`src/rtl/uart_tx_fifo_pkg.sv`:
```
`default_nettype none
// ============================================================================
// Module      : uart_tx_fifo_pkg
// Description : Shared UART definitions: baud reference, parity modes,
//               transmitter state encodings and parity helper.
// Revision    : 1.0 - initial buffered-transmitter release
// ============================================================================
package uart_tx_fifo_pkg;

    // Baud reference: clock cycles per full elementary time unit.
    localparam int UART_FULL_ETU = 10416;

    // Parity modes.
    localparam int UART_PAR_NONE = 0;
    localparam int UART_PAR_ODD  = 1;
    localparam int UART_PAR_EVEN = 2;

    // Transmitter state encodings.
    localparam int         c_STATE_W    = 3;
    localparam logic [2:0] UART_TX_IDLE  = 3'd0;
    localparam logic [2:0] UART_TX_START = 3'd1;
    localparam logic [2:0] UART_TX_DATA  = 3'd2;
    localparam logic [2:0] UART_TX_PAR   = 3'd3;
    localparam logic [2:0] UART_TX_STOP  = 3'd4;

    // Parity bit over up to nine data bits; unused upper bits must be zero.
    function automatic logic uart_parity(input logic [8:0] data, input int mode);
        uart_parity = (mode == UART_PAR_ODD) ? ~(^data) : (^data);
    endfunction

endpackage
`default_nettype wire

```
`src/rtl/uart_tx_fifo_sync_fifo.sv`:
```
`default_nettype none
// ============================================================================
// Module      : uart_sync_fifo
// Description : Single-clock FIFO with wrapping pointers and an occupancy
//               count. The caller qualifies push/pop against full/empty.
// Revision    : 1.0 - initial release
// ============================================================================
module uart_sync_fifo #(
    parameter int WIDTH = 8,
    parameter int DEPTH = 16
) (
    input  logic                     clk,
    input  logic                     rst,
    input  logic                     i_push,
    input  logic [WIDTH-1:0]         i_data,
    input  logic                     i_pop,
    output logic [WIDTH-1:0]         o_data,
    output logic [$clog2(DEPTH):0]   o_level
);

    localparam int c_PTR_W = $clog2(DEPTH);
    localparam int c_LVL_W = c_PTR_W + 1;

    logic [WIDTH-1:0]   r_mem [DEPTH];
    logic [c_PTR_W-1:0] r_wr_ptr;
    logic [c_PTR_W-1:0] r_rd_ptr;
    logic [c_LVL_W-1:0] r_level;

    // Storage array: write the pushed word at the write pointer.
    always_ff @(posedge clk) begin
        if (i_push) begin
            r_mem[r_wr_ptr] <= i_data;
        end
    end

    // Pointers wrap naturally modulo DEPTH; level tracks net push/pop.
    always_ff @(posedge clk or negedge rst) begin
        if (!rst) begin
            r_wr_ptr <= '0;
            r_rd_ptr <= '0;
            r_level  <= '0;
        end else begin
            if (i_push) begin
                r_wr_ptr <= r_wr_ptr + c_PTR_W'(1);
            end
            if (i_pop) begin
                r_rd_ptr <= r_rd_ptr + c_PTR_W'(1);
            end
            case ({i_push, i_pop})
                2'b10:   r_level <= r_level + c_LVL_W'(1);
                2'b01:   r_level <= r_level - c_LVL_W'(1);
                default: r_level <= r_level;
            endcase
        end
    end

    assign o_data  = r_mem[r_rd_ptr];
    assign o_level = r_level;

endmodule
`default_nettype wire

```
`src/rtl/uart_tx_fifo.sv`:
```
`default_nettype none
// ============================================================================
// Module      : uart_tx_fifo
// Description : Buffered UART transmitter. Queues words in a FIFO and sends
//               them LSB first with configurable data width, parity and stop
//               bits; frames run back-to-back while data is queued.
// Revision    : 1.0 - initial release
// ============================================================================
module uart_tx_fifo
    import uart_tx_fifo_pkg::*;
#(
    parameter int CLKS_PER_BIT = UART_FULL_ETU,
    parameter int DATA_BITS    = 8,
    parameter int PARITY       = UART_PAR_NONE,
    parameter int STOP_BITS    = 1,
    parameter int FIFO_DEPTH   = 16
) (
    input  logic                          clk,
    input  logic                          rst,
    input  logic                          en,
    input  logic [DATA_BITS-1:0]          data_in,
    output logic                          rdy,
    output logic                          dout,
    output logic                          busy,
    output logic [$clog2(FIFO_DEPTH):0]   level,
    output logic                          ovf
);

    localparam int c_CNT_W = $clog2(CLKS_PER_BIT);
    localparam int c_IDX_W = 4;
    localparam int c_LVL_W = $clog2(FIFO_DEPTH) + 1;

    localparam logic [c_CNT_W-1:0] c_BIT_LAST  = c_CNT_W'(CLKS_PER_BIT - 1);
    localparam logic [c_IDX_W-1:0] c_DATA_LAST = c_IDX_W'(DATA_BITS - 1);
    localparam logic [c_IDX_W-1:0] c_STOP_LAST = c_IDX_W'(STOP_BITS - 1);

    logic [c_STATE_W-1:0] r_state;
    logic [c_STATE_W-1:0] w_next_state;
    logic [c_CNT_W-1:0]   r_bit_cnt;
    logic [c_IDX_W-1:0]   r_idx;
    logic [DATA_BITS-1:0] r_shift;
    logic                 r_parity;
    logic                 r_dout;
    logic                 r_busy;
    logic                 r_ovf;

    logic [c_LVL_W-1:0]   w_level;
    logic [DATA_BITS-1:0] w_head;
    logic                 w_full;
    logic                 w_empty;
    logic                 w_push;
    logic                 w_pop;
    logic                 w_bit_done;
    logic                 w_idx_last;
    logic                 w_line;

    assign w_full     = (w_level == c_LVL_W'(FIFO_DEPTH));
    assign w_empty    = (w_level == '0);
    assign w_push     = en & ~w_full;
    assign w_bit_done = (r_bit_cnt == c_BIT_LAST);

    uart_sync_fifo #(
        .WIDTH (DATA_BITS),
        .DEPTH (FIFO_DEPTH)
    ) u_fifo (
        .clk     (clk),
        .rst     (rst),
        .i_push  (w_push),
        .i_data  (data_in),
        .i_pop   (w_pop),
        .o_data  (w_head),
        .o_level (w_level)
    );

    // Next-state, pop request and line level for the current bit.
    always_comb begin
        w_next_state = r_state;
        w_pop        = 1'b0;
        w_line       = 1'b1;
        w_idx_last   = (r_state == UART_TX_DATA) ? (r_idx == c_DATA_LAST)
                                                 : (r_idx == c_STOP_LAST);
        case (r_state)
            UART_TX_IDLE: begin
                if (!w_empty) begin
                    w_next_state = UART_TX_START;
                    w_pop        = 1'b1;
                end
            end
            UART_TX_START: begin
                w_line = 1'b0;
                if (w_bit_done) begin
                    w_next_state = UART_TX_DATA;
                end
            end
            UART_TX_DATA: begin
                w_line = r_shift[0];
                if (w_bit_done && w_idx_last) begin
                    w_next_state = (PARITY != UART_PAR_NONE) ? UART_TX_PAR : UART_TX_STOP;
                end
            end
            UART_TX_PAR: begin
                w_line = r_parity;
                if (w_bit_done) begin
                    w_next_state = UART_TX_STOP;
                end
            end
            UART_TX_STOP: begin
                if (w_bit_done && w_idx_last) begin
                    // Chain straight into the next frame when data is waiting.
                    if (!w_empty) begin
                        w_next_state = UART_TX_START;
                        w_pop        = 1'b1;
                    end else begin
                        w_next_state = UART_TX_IDLE;
                    end
                end
            end
            default: begin
                w_next_state = UART_TX_IDLE;
            end
        endcase
    end

    // State register.
    always_ff @(posedge clk or negedge rst) begin
        if (!rst) begin
            r_state <= UART_TX_IDLE;
        end else begin
            r_state <= w_next_state;
        end
    end

    // Bit-time counter and data/stop index counter.
    always_ff @(posedge clk or negedge rst) begin
        if (!rst) begin
            r_bit_cnt <= '0;
            r_idx     <= '0;
        end else begin
            if (r_state == UART_TX_IDLE || w_bit_done) begin
                r_bit_cnt <= '0;
            end else begin
                r_bit_cnt <= r_bit_cnt + c_CNT_W'(1);
            end
            if (w_bit_done && (r_state == UART_TX_DATA || r_state == UART_TX_STOP)) begin
                r_idx <= w_idx_last ? '0 : r_idx + c_IDX_W'(1);
            end
        end
    end

    // Load the head word and its parity on pop; shift after each data bit.
    always_ff @(posedge clk or negedge rst) begin
        if (!rst) begin
            r_shift  <= '0;
            r_parity <= 1'b0;
        end else if (w_pop) begin
            r_shift  <= w_head;
            r_parity <= uart_parity(9'(w_head), PARITY);
        end else if (r_state == UART_TX_DATA && w_bit_done) begin
            r_shift  <= r_shift >> 1;
        end
    end

    // Registered outputs; the line lags the state by one cycle.
    always_ff @(posedge clk or negedge rst) begin
        if (!rst) begin
            r_dout <= 1'b1;
            r_busy <= 1'b0;
            r_ovf  <= 1'b0;
        end else begin
            r_dout <= w_line;
            r_busy <= (w_next_state != UART_TX_IDLE);
            r_ovf  <= en & w_full;
        end
    end

    assign rdy   = ~w_full;
    assign dout  = r_dout;
    assign busy  = r_busy;
    assign level = w_level;
    assign ovf   = r_ovf;

endmodule
`default_nettype wire
```
`config.mk`:
```
export PLATFORM = sky130hd
export DESIGN_NAME = uart_tx_fifo
export DESIGN_NICKNAME = d
export VERILOG_FILES = /design/src/rtl/uart_tx_fifo_pkg.sv /design/src/rtl/uart_tx_fifo_sync_fifo.sv /design/src/rtl/uart_tx_fifo.sv
export SDC_FILE = /design/constraint.sdc
export NUM_CORES = 1
export LEC_CHECK = 0
export ABC_AREA = 1
export BUFFER_PORTS_ARGS = -buffer_cell sky130_fd_sc_hd__clkbuf_2
export CELL_PAD_IN_SITES_DETAIL_PLACEMENT = 1
export CELL_PAD_IN_SITES_GLOBAL_PLACEMENT = 1
export CORE_ASPECT_RATIO = 1.25
export CORE_MARGIN = 3
export CORE_UTILIZATION = 49
export DETAILED_ROUTE_END_ITERATION = 7
export HOLD_SLACK_MARGIN = 0.15
export PLACE_DENSITY_LB_ADDON = 0.05
export SYNTH_ARGS = -nofsm -noshare
export SYNTH_HDL_FRONTEND = slang
export SYNTH_SLANG_ARGS = --single-unit
```
`constraint.sdc`:
```
create_clock -name clk -period 3.2 [get_ports clk]
set_input_delay 0.48 -clock clk [delete_from_list [all_inputs] [get_ports clk]]
set_output_delay 0.48 -clock clk [all_outputs]
set_load 0.01 [all_outputs]
```
==> results.md, run 1 <==
- Clk sinks: approximately 170
- Syn_area_per_cell: between 9 and 10 um2
- Post-Synth XOR/XNOR Area: 0.0144
- WL final: 19.2 mm
- Setup Buffers After CTS: 0
- Final Slew Violations: 0
- Post-cts sizing count: 0
- Met2 Usage GRT: 0.427
- Met3 usage: 0.0434
- Total chip power: 5.30 mW
- Critical-path maximum fanout: 8
- Vias in the first global route: 6045
- Area growth syn-to-layout: 10.4%
- Drt wl/cell: 18.3 um
- Initial antenna violation count: 0
- Slew headroom: 0.419
- Cell area after synthesis: 7930 um2
- Largest family of logic cells by synthesized area: simple AND/OR/NAND/NOR gates
- Setup Viol. Count Final: 0
- Routability Congestion: 0.811
- Clk_lat worst skew: roughly 0.43 ns
- RSZ-0062 raised after global routing: no
- Register Area: around 5000 um2
- Type of the worst setup path: flip-flop to flip-flop
- Worst Path Arrival: ~3.3 ns
- Die Y: about 150 um
- Clk slew on worst S/H paths: about 0.060 ns
- Crit path max-delay family: simple AND/OR/NAND/NOR gates
- Seq/Total Area, Yosys: 0.630
- Nets@finish: around 850
- Power Density: 606 nW/um2
- Post-synthesis compound-gate area fraction: 0.0424
- GR Util met1: 0.267
- Post-synthesis cell type count: 44
- Clk root buf: clkbuf_16
- Layout cells sized above 1: 0.107
- Most Crowded Layer GR: met2
- Slowest stage delay, CP: 0.38 ns
- Gate Count Post-Synth: 802
- IO Count: 20
- Post-synth top area share: 0.485
- Slew @ Worst Pin: roughly 0.87 ns
- H-tree levels: 4
- Adder-cell share of the synthesized area: 0.0174
- Critical-path cell list: ha_1, nand3_2, nor3_2, nand2_1, clkinv_1, nand3_2, nand2_2, nand3_4, inv_4, ha_2, nor2_1, nor2_1, inv_1, nor2_1, inv_1, o32ai_1, o311ai_1, xor2_1
- Row cnt: between 50 and 60
- Static Leak: between 3 and 4 nW
- Post-synthesis mux area share: 0
- Largest area contributor in the netlist: edfxtp_1
- Area contributors post-synth: edfxtp_1 48%, dfrtp_1 14%, nand2_1 13%
- Syn_nets: 824
- Syn. warnings: 0
- Buf/Inv on CP: 4
- Most frequent cells in the layout: 273 x nand2_1, 128 x edfxtp_1, 90 x nor2_1
- Vias per std cell: about 5.3
- Yosys reg bits: 174
- Area fraction in and, or, nand and nor cells after synthesis: 0.238
- Top_reg_cell synth: edfxtp_1
- # hold bufs at CTS: 0
- Maximum VDD drop: between 0.3 and 0.4 mV
- Cts bufs inserted: 17
- Status: complete, no violations
- Gr ovfl total: 0
- DR pass1 iterations: 5
- CP startpoint kind: flip-flop
- Max Cap Viol: 0
- First-pass GRT wire length: approximately 31 mm
- Core footprint: 15700 um2
- Multi-input gate area: 2490 um2
- Total number of vias: ~5600
- Skew final: roughly 0.010 ns
- HP Class: primary input to asynchronous set/reset pin
- TritonCTS clock tree: done
- Crit end category: flip-flop
- Final worst-path cycle share: 0.924
- Ys async rst share: 0.264
- Crit-path slowest cell: dfrtp_1
- Die X: around 120 um
- Leading cell type in the layout, fill and taps excluded: nand2_1
- Largest net degree at the start of global routing: 54
- Clk buf depth: 2
- All-layer global routing usage: 0.230
- Buffers added on ports: 19
- Final hold violations: 0
- DR iter-0 viols: 336
- Most used cell, CP: nor2_1
- DRT antenna net count: 0
- Ant diodes: 0
- Number of remaining DRC errors: 0
- Min Tclk post-route: between 2 and 3 ns
- Setup TNS: 0 ns
- Fmax: 338 MHz
- DP Wirelength: 13.1 mm
- Die area: 17800 um2
- Starting Density: 0.505
- Data required time at the worst endpoint: 3.50 ns
- Number of synthesized flops with an enable pin: about 130
- # fillers: ~1800
## cells in the mapped netlist (all sizes together) (9+ instances only)
| library cell | number |
|---|---|
| inv | 73 |
| a21oi | 17 |
| edfxtp | 128 |
| ha | 11 |
| buf | 22 |
| nand2 | 277 |
| o21ai | 21 |
| nor3 | 13 |
| nand3 | 57 |
| dfrtp | 45 |
| o211ai | 9 |
| nor2 | 95 |
| xor2 | 10 |
## flip-flops by register name, summed over array words and instances, names as in the netlist
register / flops
u_fifo.r_mem: 128
r_bit_cnt: 14
r_shift: 8
u_fifo.o_level: 5
r_idx: 4
u_fifo.r_rd_ptr: 4
u_fifo.r_wr_ptr: 4
r_state: 3
busy: 1
dout: 1
ovf: 1
r_parity: 1
## cells by family after synthesis
kind of cell / after synthesis
XOR/XNOR: 13
AO/OA/AOI/OAI: 52
flip-flops: 174
buffers and inverters: 98
AND/OR/NAND/NOR: 454
adder cells (fa/ha/maj): 11
## final cells by class
cell class / count / area share
flip-flops and latches: 174 / 0.571
well taps: 212 / 0.0303
clock buffers: 20 / 0.0499
repair buffers: 27 / 0.0192
inverters: 75 / 0.0324
multi-input cells: 530 / 0.285
clock inverters: 12 / 0.0127
## path summary, 6_finish.rpt
path | start | end | slack (ns) | cells after the start
worst max-delay path | r_bit_cnt[0]$_DFF_PN0_ | u_fifo.o_level[4]$_DFFE_PN0P_ | 0.24 | 18
worst min register to register | r_bit_cnt[0]$_DFF_PN0_ | r_bit_cnt[0]$_DFF_PN0_ | 0.48 | 1
max in group asynchronous | rst | u_fifo.r_rd_ptr[0]$_DFFE_PN0N_ | 2.59 | 2
worst min-delay path | rst | r_bit_cnt[9]$_DFF_PN0_ | 0.14 | 2
min in group clk | en | ovf$_DFF_PN0_ | 0.26 | 3
worst max register to register | r_bit_cnt[0]$_DFF_PN0_ | u_fifo.o_level[4]$_DFFE_PN0P_ | 0.24 | 18
## stage by stage
step                      instance area, um2  worst slack (ns)  instances  hold slack (ns)  utilization
after CTS                               8740             0.105       1050            0.156        0.557
after global placement                  8190             0.329       1018            0.443        0.522
after floorplan                         7930             0.451        802            0.184            -
final                                   8750             0.243       1050            0.143        0.558
after global routing                    8750            0.0244       1050            0.191        0.558
after detailed placement                8190             0.129       1018            0.466        0.522
## where the power goes
group	internal [mW]	leakage (nW)	switching, mW	total [mW]
clock	1.08	0.265	0.862	1.94
combinational	0.169	1.70	0.441	0.610
sequential	2.65	1.73	0.107	2.76
total	3.89	3.70	1.41	5.30
## layer usage
metal / share of wire / vias up / routed length, um
met4: 0.019 / 0 / 367
met2: 0.55 / 79 / 10600
met5: 0 / - / 0
met3: 0.025 / 18 / 476
met1: 0.41 / 2797 / 7840
li1: - / 2666 / -
No activity file was read; power rests on OpenSTA's default activity.
==> inputs of run 2 (changes only) <==
Settings changed: BUFFER_PORTS_ARGS -buffer_cell sky130_fd_sc_hd__clkbuf_2 to default, CORE_UTILIZATION 49 to 50, DONT_BUFFER_PORTS from default to 1.
==> results.md, run 2 (synthesis results as in run 1) <==
- Clk sinks: 174 (unchanged)
- Slew headroom: 0.460 (+0.0413)
- Die Y: 147 um (-0.96%)
- Clk root buf: clkbuf_16
- # fillers: 1727 (-3.6%)
- Clk_lat worst skew: 0.42 ns (about the same)
- Hold Slack: 0.169 ns (+0.0257 ns)
- Most frequent cells in the layout: 273 x nand2_1, 128 x edfxtp_1, 90 x nor2_1
- DR pass1 iterations: 6 (+1)
- Max Cap Viol: 0 (unchanged)
- Min Tclk post-route: 2.93 ns (-0.0251 ns)
- Setup Viol. Count Final: 0 (unchanged)
- Min-delay src: en
- Ant diodes: 0 (unchanged)
- Die X: 119 um (-0.96%)
- Maximum VDD drop: 0.451 mV (+23%)
- TritonCTS clock tree: done
- Layout cells sized above 1: 0.0847 (-0.0227)
- Max FFs per register: 128 (unchanged)
- Most flop-heavy register: u_fifo.r_mem
- Worst R2R End: u_fifo.o_level[4]$_DFFE_PN0P_
- Final Slew Violations: 0 (unchanged)
- Hold endpoint: ovf$_DFF_PN0_
- R2R Setup Slk: 0.27 ns (+0.03 ns)
- IO Count: 20 (unchanged)
- Non-filler cells in the finished layout: 1034 (-1.5%)
- Total number of vias: 5457 (-1.9%)
- Clk buf depth: 2 (unchanged)
- CP startpoint kind: flip-flop
- Gr ovfl total: 0 (unchanged)
- CP Launch Point: r_bit_cnt[0]$_DFF_PN0_
- Crit end category: flip-flop
- Routability Congestion: 0.818 (+0.79%)
- DP Wirelength: 12.9 mm (-1.5%)
- Skew final: 0.0112 ns (+0.000773 ns)
- Final worst-path cycle share: 0.916 (-0.00784)
- Setup Buffers After CTS: 0 (unchanged)
- All-layer global routing usage: 0.231 (+0.000466)
- Initial antenna violation count: 0 (unchanged)
- Slew @ Worst Pin: 0.807 ns (-0.0618 ns)
- HP Class: primary input to flip-flop
- DR iter-0 viols: 274 (-18%)
- R2r startpoint: r_bit_cnt[0]$_DFF_PN0_
- Critical-path maximum fanout: 8 (unchanged)
- Area growth syn-to-layout: 11.0%
- First-pass GRT wire length: 31.0 mm (-0.81%)
- DRT antenna net count: 0 (unchanged)
- Worst Path Arrival: 3.22 ns (-0.03 ns)
- Static Leak: 3.68 nW (-0.54%)
- H-tree levels: 4 (unchanged)
- Cells on Worst Hold Path: 2
- Clk slew on worst S/H paths: 0.07 ns (about the same)
- Power Density: 618 nW/um2 (+1.9%)
- Nets@finish: 835 (-1.4%)
- Starting Density: 0.519 (+0.0143)
- Fmax: 341 MHz (+0.86%)
- Vias per std cell: 5.28 (-0.33%)
- Drt wl/cell: 18.5 um (+1.1%)
- Die area: 17400 um2 (-1.9%)
- Final hold violations: 0 (unchanged)
- Leading cell type in the layout, fill and taps excluded: nand2_1
- Placed Cells: 992 (-2.6%)
- Cts bufs inserted: 17 (unchanged)
- Dpl ws: 0.170 ns (+0.0411 ns)
- Data required time at the worst endpoint: 3.49 ns (about the same)
- Buffers added on ports: 0 (-19)
- WL final: 19.2 mm (-0.43%)
- Vias in the first global route: 5833 (-3.5%)
- Number of remaining DRC errors: 0 (unchanged)
- Status: complete, no violations
- Row cnt: 50 (-2.0%)
- Core footprint: 15300 um2 (-2.8%)
- Type of the worst setup path: flip-flop to flip-flop
- Largest registers: u_fifo.r_mem (128), r_bit_cnt (14), r_shift (8)
- Largest net degree at the start of global routing: 79 (+46%)
- Fin worst setup slack: 0.268 ns (+0.0251 ns)
- R2R cell count: 18 (unchanged)
run 2: worst max-delay path, cell delays in order (launching register included):
cell and delay [ns]:
dfrtp_1 0.37, ha_1 0.19, nand3_1 0.16, nor3_2 0.19, nand2_1 0.12, clkinv_1 0.09
nand3_2 0.08, nand2_2 0.11, nand3_4 0.08, inv_4 0.12, ha_2 0.25, xor2_2 0.17
ha_1 0.18, a21oi_1 0.07, nor2_1 0.12, inv_1 0.07, o32ai_1 0.10, o311ai_1 0.16
xor2_1 0.17
run 2: what timing repair did:
action,4_1_cts,5_1_grt
gates resized for setup,0,3
hold buffers,10,0
endpoints found under the hold margin,174,0
setup endpoints to repair,0,1
run 2: per-stage QoR:
step                      TNS [ns]  cell area [um2]  power (mW)   util
after global routing       -0.0221             8800        5.66  0.577
after global placement           0             8080        3.29  0.529
final                            0             8800        5.44  0.577
after detailed placement         0             8080        3.34  0.529
after floorplan                  0             7930        3.14      -
after CTS                        0             8790        5.47  0.576
run 2: worst max path at each step:
stage / cells after the start / to / slack [ns]
after floorplan: 17 / u_fifo.o_level[4]$_DFFE_PN0P_ / 0.45
after global placement: 17 / u_fifo.o_level[4]$_DFFE_PN0P_ / 0.32
after detailed placement: 18 / u_fifo.o_level[4]$_DFFE_PN0P_ / 0.17
after CTS: 17 / u_fifo.o_level[4]$_DFFE_PN0P_ / 0.15
after global routing: 17 / u_fifo.o_level[4]$_DFFE_PN0P_ / -0.02
final: 18 / u_fifo.o_level[4]$_DFFE_PN0P_ / 0.27
run 2: layer usage:
layer  vias to the layer above  part of all wire  GRT usage
met4                         0             0.028     0.0986
met2                        84              0.52      0.400
li1                       2638                 -          -
met3                        27             0.029     0.0304
met1                      2708              0.43      0.291
met5                         -                 0          0
run 2: power breakdown:
part	internal [mW]	switching, mW	total (mW)
clock network	1.23	0.854	2.08
registers	2.65	0.126	2.77
logic	0.148	0.428	0.576
total	4.03	1.41	5.44
run 2: layout make-up:
type / count / area [um2] / area share
clock buffers: 19 / 433 / 0.0492
clock inverters: 13 / 161 / 0.0183
inverters: 75 / 284 / 0.0323
multi-input cells: 530 / 2490 / 0.282
flip-flops and latches: 174 / 5000 / 0.568
well taps: 208 / 260 / 0.0296
repair buffers: 15 / 180 / 0.0205
==> inputs of run 3 (changes only) <==
Settings changed: CORE_ASPECT_RATIO 1.25 to 1.1, PLACE_DENSITY from default to 0.75, PLACE_DENSITY_LB_ADDON 0.05 to default, SKIP_LAST_GASP from default to 1.
==> results.md, run 3 (synthesis results as in run 1) <==
- Status: complete, no violations
- Clk root buf: clkbuf_16
- Clk_lat worst skew: 0.42 ns (about the same)
- Dpl ws: 0.149 ns (-0.0210 ns)
- CP startpoint kind: flip-flop
- Final hold violations: 0 (unchanged)
- R2r startpoint: r_bit_cnt[0]$_DFF_PN0_
- First-pass GRT wire length: 30.8 mm (-0.71%)
- Critical-path cell list: ha_1, nand3_2, nor3_2, nand2_1, clkinv_1, nand3_2, nand2_2, nand3_4, inv_4, ha_2, xor2_2, ha_1, a21oi_1, nor2_1, inv_1, o32ai_1, o311ai_1, xor2_1
- Setup Viol. Count Final: 0 (unchanged)
- Ant diodes: 0 (unchanged)
- CP endpoint: u_fifo.o_level[4]$_DFFE_PN0P_
- HP Class: primary input to flip-flop
- Core footprint: 15300 um2 (+0.16%)
- Most frequent cells in the layout: 273 x nand2_1, 128 x edfxtp_1, 90 x nor2_1
- Number of remaining DRC errors: 0 (unchanged)
- Vias per std cell: 5.39 (+2.1%)
- Gr ovfl total: 0 (unchanged)
- Die area: 17400 um2 (about the same)
- CP Launch Point: r_bit_cnt[0]$_DFF_PN0_
- Leading cell type in the layout, fill and taps excluded: nand2_1
- Area growth syn-to-layout: 10.1%
- Static Leak: 3.67 nW (-0.27%)
- Min-delay src: en
- Fmax: 351 MHz (+2.9%)
- Largest registers: u_fifo.r_mem (128), r_bit_cnt (14), r_shift (8)
- Starting Density: 0.519 (-0.000850)
- Final Slew Violations: 0 (unchanged)
- Placed cell areas: 8050 um2 (-0.34%)
- Register Area: 5000 um2 (unchanged)
- Row cnt: 47 (-6.0%)
- Seq pwr share: 0.530 (+0.020)
- Die X: 126 um (+6.3%)
- Nets@finish: 835 (unchanged)
- Maximum VDD drop: 0.395 mV (-12%)
- Cts bufs inserted: 17 (unchanged)
- Slew @ Worst Pin: 0.860 ns (+0.0537 ns)
- Layout cells sized above 1: 0.0884 (+0.00363)
- P_sw: 1.40 mW (-0.40%)
- Total number of vias: 5507 (+0.92%)
- R2R Setup Slk: 0.35 ns (+0.08 ns)
- Buffers added on ports: 0 (unchanged)
- Slowest stage delay, CP: 0.37 ns (about the same)
- Max Cap Viol: 0 (unchanged)
- DRT antenna net count: 0 (unchanged)
- Drt wl/cell: 18.3 um (-1.4%)
- Clk sinks: 174 (unchanged)
- All-layer global routing usage: 0.225 (-0.00548)
- Power Density: 601 nW/um2 (-2.7%)
- Setup TNS: 0 ns (unchanged)
- Type of the worst setup path: flip-flop to flip-flop
- Fin worst setup slack: 0.350 ns (+0.0819 ns)
- Combinational cell fraction of total power: 0.106 (about the same)
- Slew headroom: 0.424 (-0.0360)
- R2R cell count: 18 (unchanged)
- Worst Path Arrival: 3.14 ns (-0.08 ns)
- TritonCTS clock tree: done
- RSZ-0062 raised after global routing: no
- Clk slew on worst S/H paths: 0.07 ns (about the same)
- Switching share of power: 0.267 (+0.00824)
- Cell Int Power: 3.84 mW (-4.5%)
- Share of total power in the clock network: 0.363 (-0.021)
- Min Tclk post-route: 2.85 ns (-0.0819 ns)
- H-tree levels: 4 (unchanged)
- Die Y: 138 um (-5.9%)
- Clk buf depth: 2 (unchanged)
- Crit-path slowest cell: dfrtp_1
- DR pass1 iterations: 5 (-1)
- Setup Buffers After CTS: 0 (unchanged)
- Most flop-heavy register: u_fifo.r_mem
- WL final: 18.7 mm (-2.5%)
- Largest net degree at the start of global routing: 79 (unchanged)
- Vias in the first global route: 5870 (+0.63%)
- Worst R2R End: u_fifo.o_level[4]$_DFFE_PN0P_
- Critical-path maximum fanout: 8 (unchanged)
- DP Wirelength: 12.7 mm (-2.0%)
- Total chip power: 5.25 mW (-3.5%)
- Routability Congestion: 0.867 (+6.0%)
- Final worst-path cycle share: 0.891 (-0.0256)
- Crit end category: flip-flop
- # fillers: 1711 (-0.93%)
- Multi-input gate area: 2490 um2 (+0.20%)
- Data required time at the worst endpoint: 3.50 ns (about the same)
- Skew final: 0.00887 ns (-0.00230 ns)
- Initial antenna violation count: 0 (unchanged)
- IO Count: 20 (unchanged)
- Design area: 8730 um2 (-0.82%)
- DR iter-0 viols: 273 (-0.36%)
- Max FFs per register: 128 (unchanged)
==> run 3: worst min path at each step <==
| stage | endpoint | slack (ns) | cells past startpoint |
|---|---|---|---|
| after floorplan | busy$_DFF_PN0_ | 0.18 | 0 |
| after global placement | r_shift[6]$_DFFE_PN0P_ | 0.19 | 0 |
| after detailed placement | r_shift[6]$_DFFE_PN0P_ | 0.19 | 0 |
| after CTS | ovf$_DFF_PN0_ | 0.16 | 2 |
| after global routing | ovf$_DFF_PN0_ | 0.15 | 2 |
| final | ovf$_DFF_PN0_ | 0.17 | 2 |
==> run 3: cell type report <==
| cell class | count | share of cell area |
|---|---|---|
| multi-input cells | 530 | 0.285 |
| clock inverters | 12 | 0.00975 |
| clock buffers | 20 | 0.0526 |
| well taps | 196 | 0.0281 |
| flip-flops and latches | 174 | 0.572 |
| repair buffers | 15 | 0.0192 |
| inverters | 75 | 0.0325 |
==> run 3: what timing repair did <==
item | 4_1_cts | 5_1_grt
hold endpoints to repair | 174 | 0
setup endpoints to repair | 0 | 1
hold buffers | 10 | 0
resized for setup | 0 | 4
==> run 3: critical path, delay by kind of cell, from the launching register on <==
| kind | cells | cell delay (ns) |
|---|---|---|
| simple gates | 7 | 0.78 |
| fa+ha+maj | 3 | 0.63 |
| flops | 1 | 0.37 |
| xor+xnor | 2 | 0.33 |
| compound gates | 3 | 0.31 |
| buf+inv | 3 | 0.27 |
==> run 3: per-layer routing <==
metal / global-route usage / up-vias / part of all wire / routed length, um
li1: - / 2646 / - / -
met1: 0.281 / 2755 / 0.42 / 7850
met2: 0.401 / 81 / 0.53 / 9900
met3: 0.0397 / 25 / 0.030 / 556
met4: 0.0655 / 0 / 0.020 / 378
met5: 0 / - / 0 / 0
==> run 3: stage by stage <==
| step | std cells | util | hold WS [ns] |
|---|---|---|---|
| global route | 1022 | 0.571 | 0.153 |
| CTS | 1022 | 0.570 | 0.156 |
| finish | 1022 | 0.571 | 0.172 |
| detailed placement | 980 | 0.527 | 0.186 |
| floorplan | 802 | - | 0.184 |
| global placement | 980 | 0.527 | 0.186 |
==> run 3: power groups by stage <==
stage | clock (mW) | combinational (mW) | sequential [mW]
global placement | 0 | 0.469 | 2.81
CTS | 1.95 | 0.561 | 2.78
finish | 1.91 | 0.557 | 2.78
global route | 2.03 | 0.644 | 2.80
detailed placement | 0 | 0.502 | 2.82
floorplan | 0 | 0.358 | 2.78
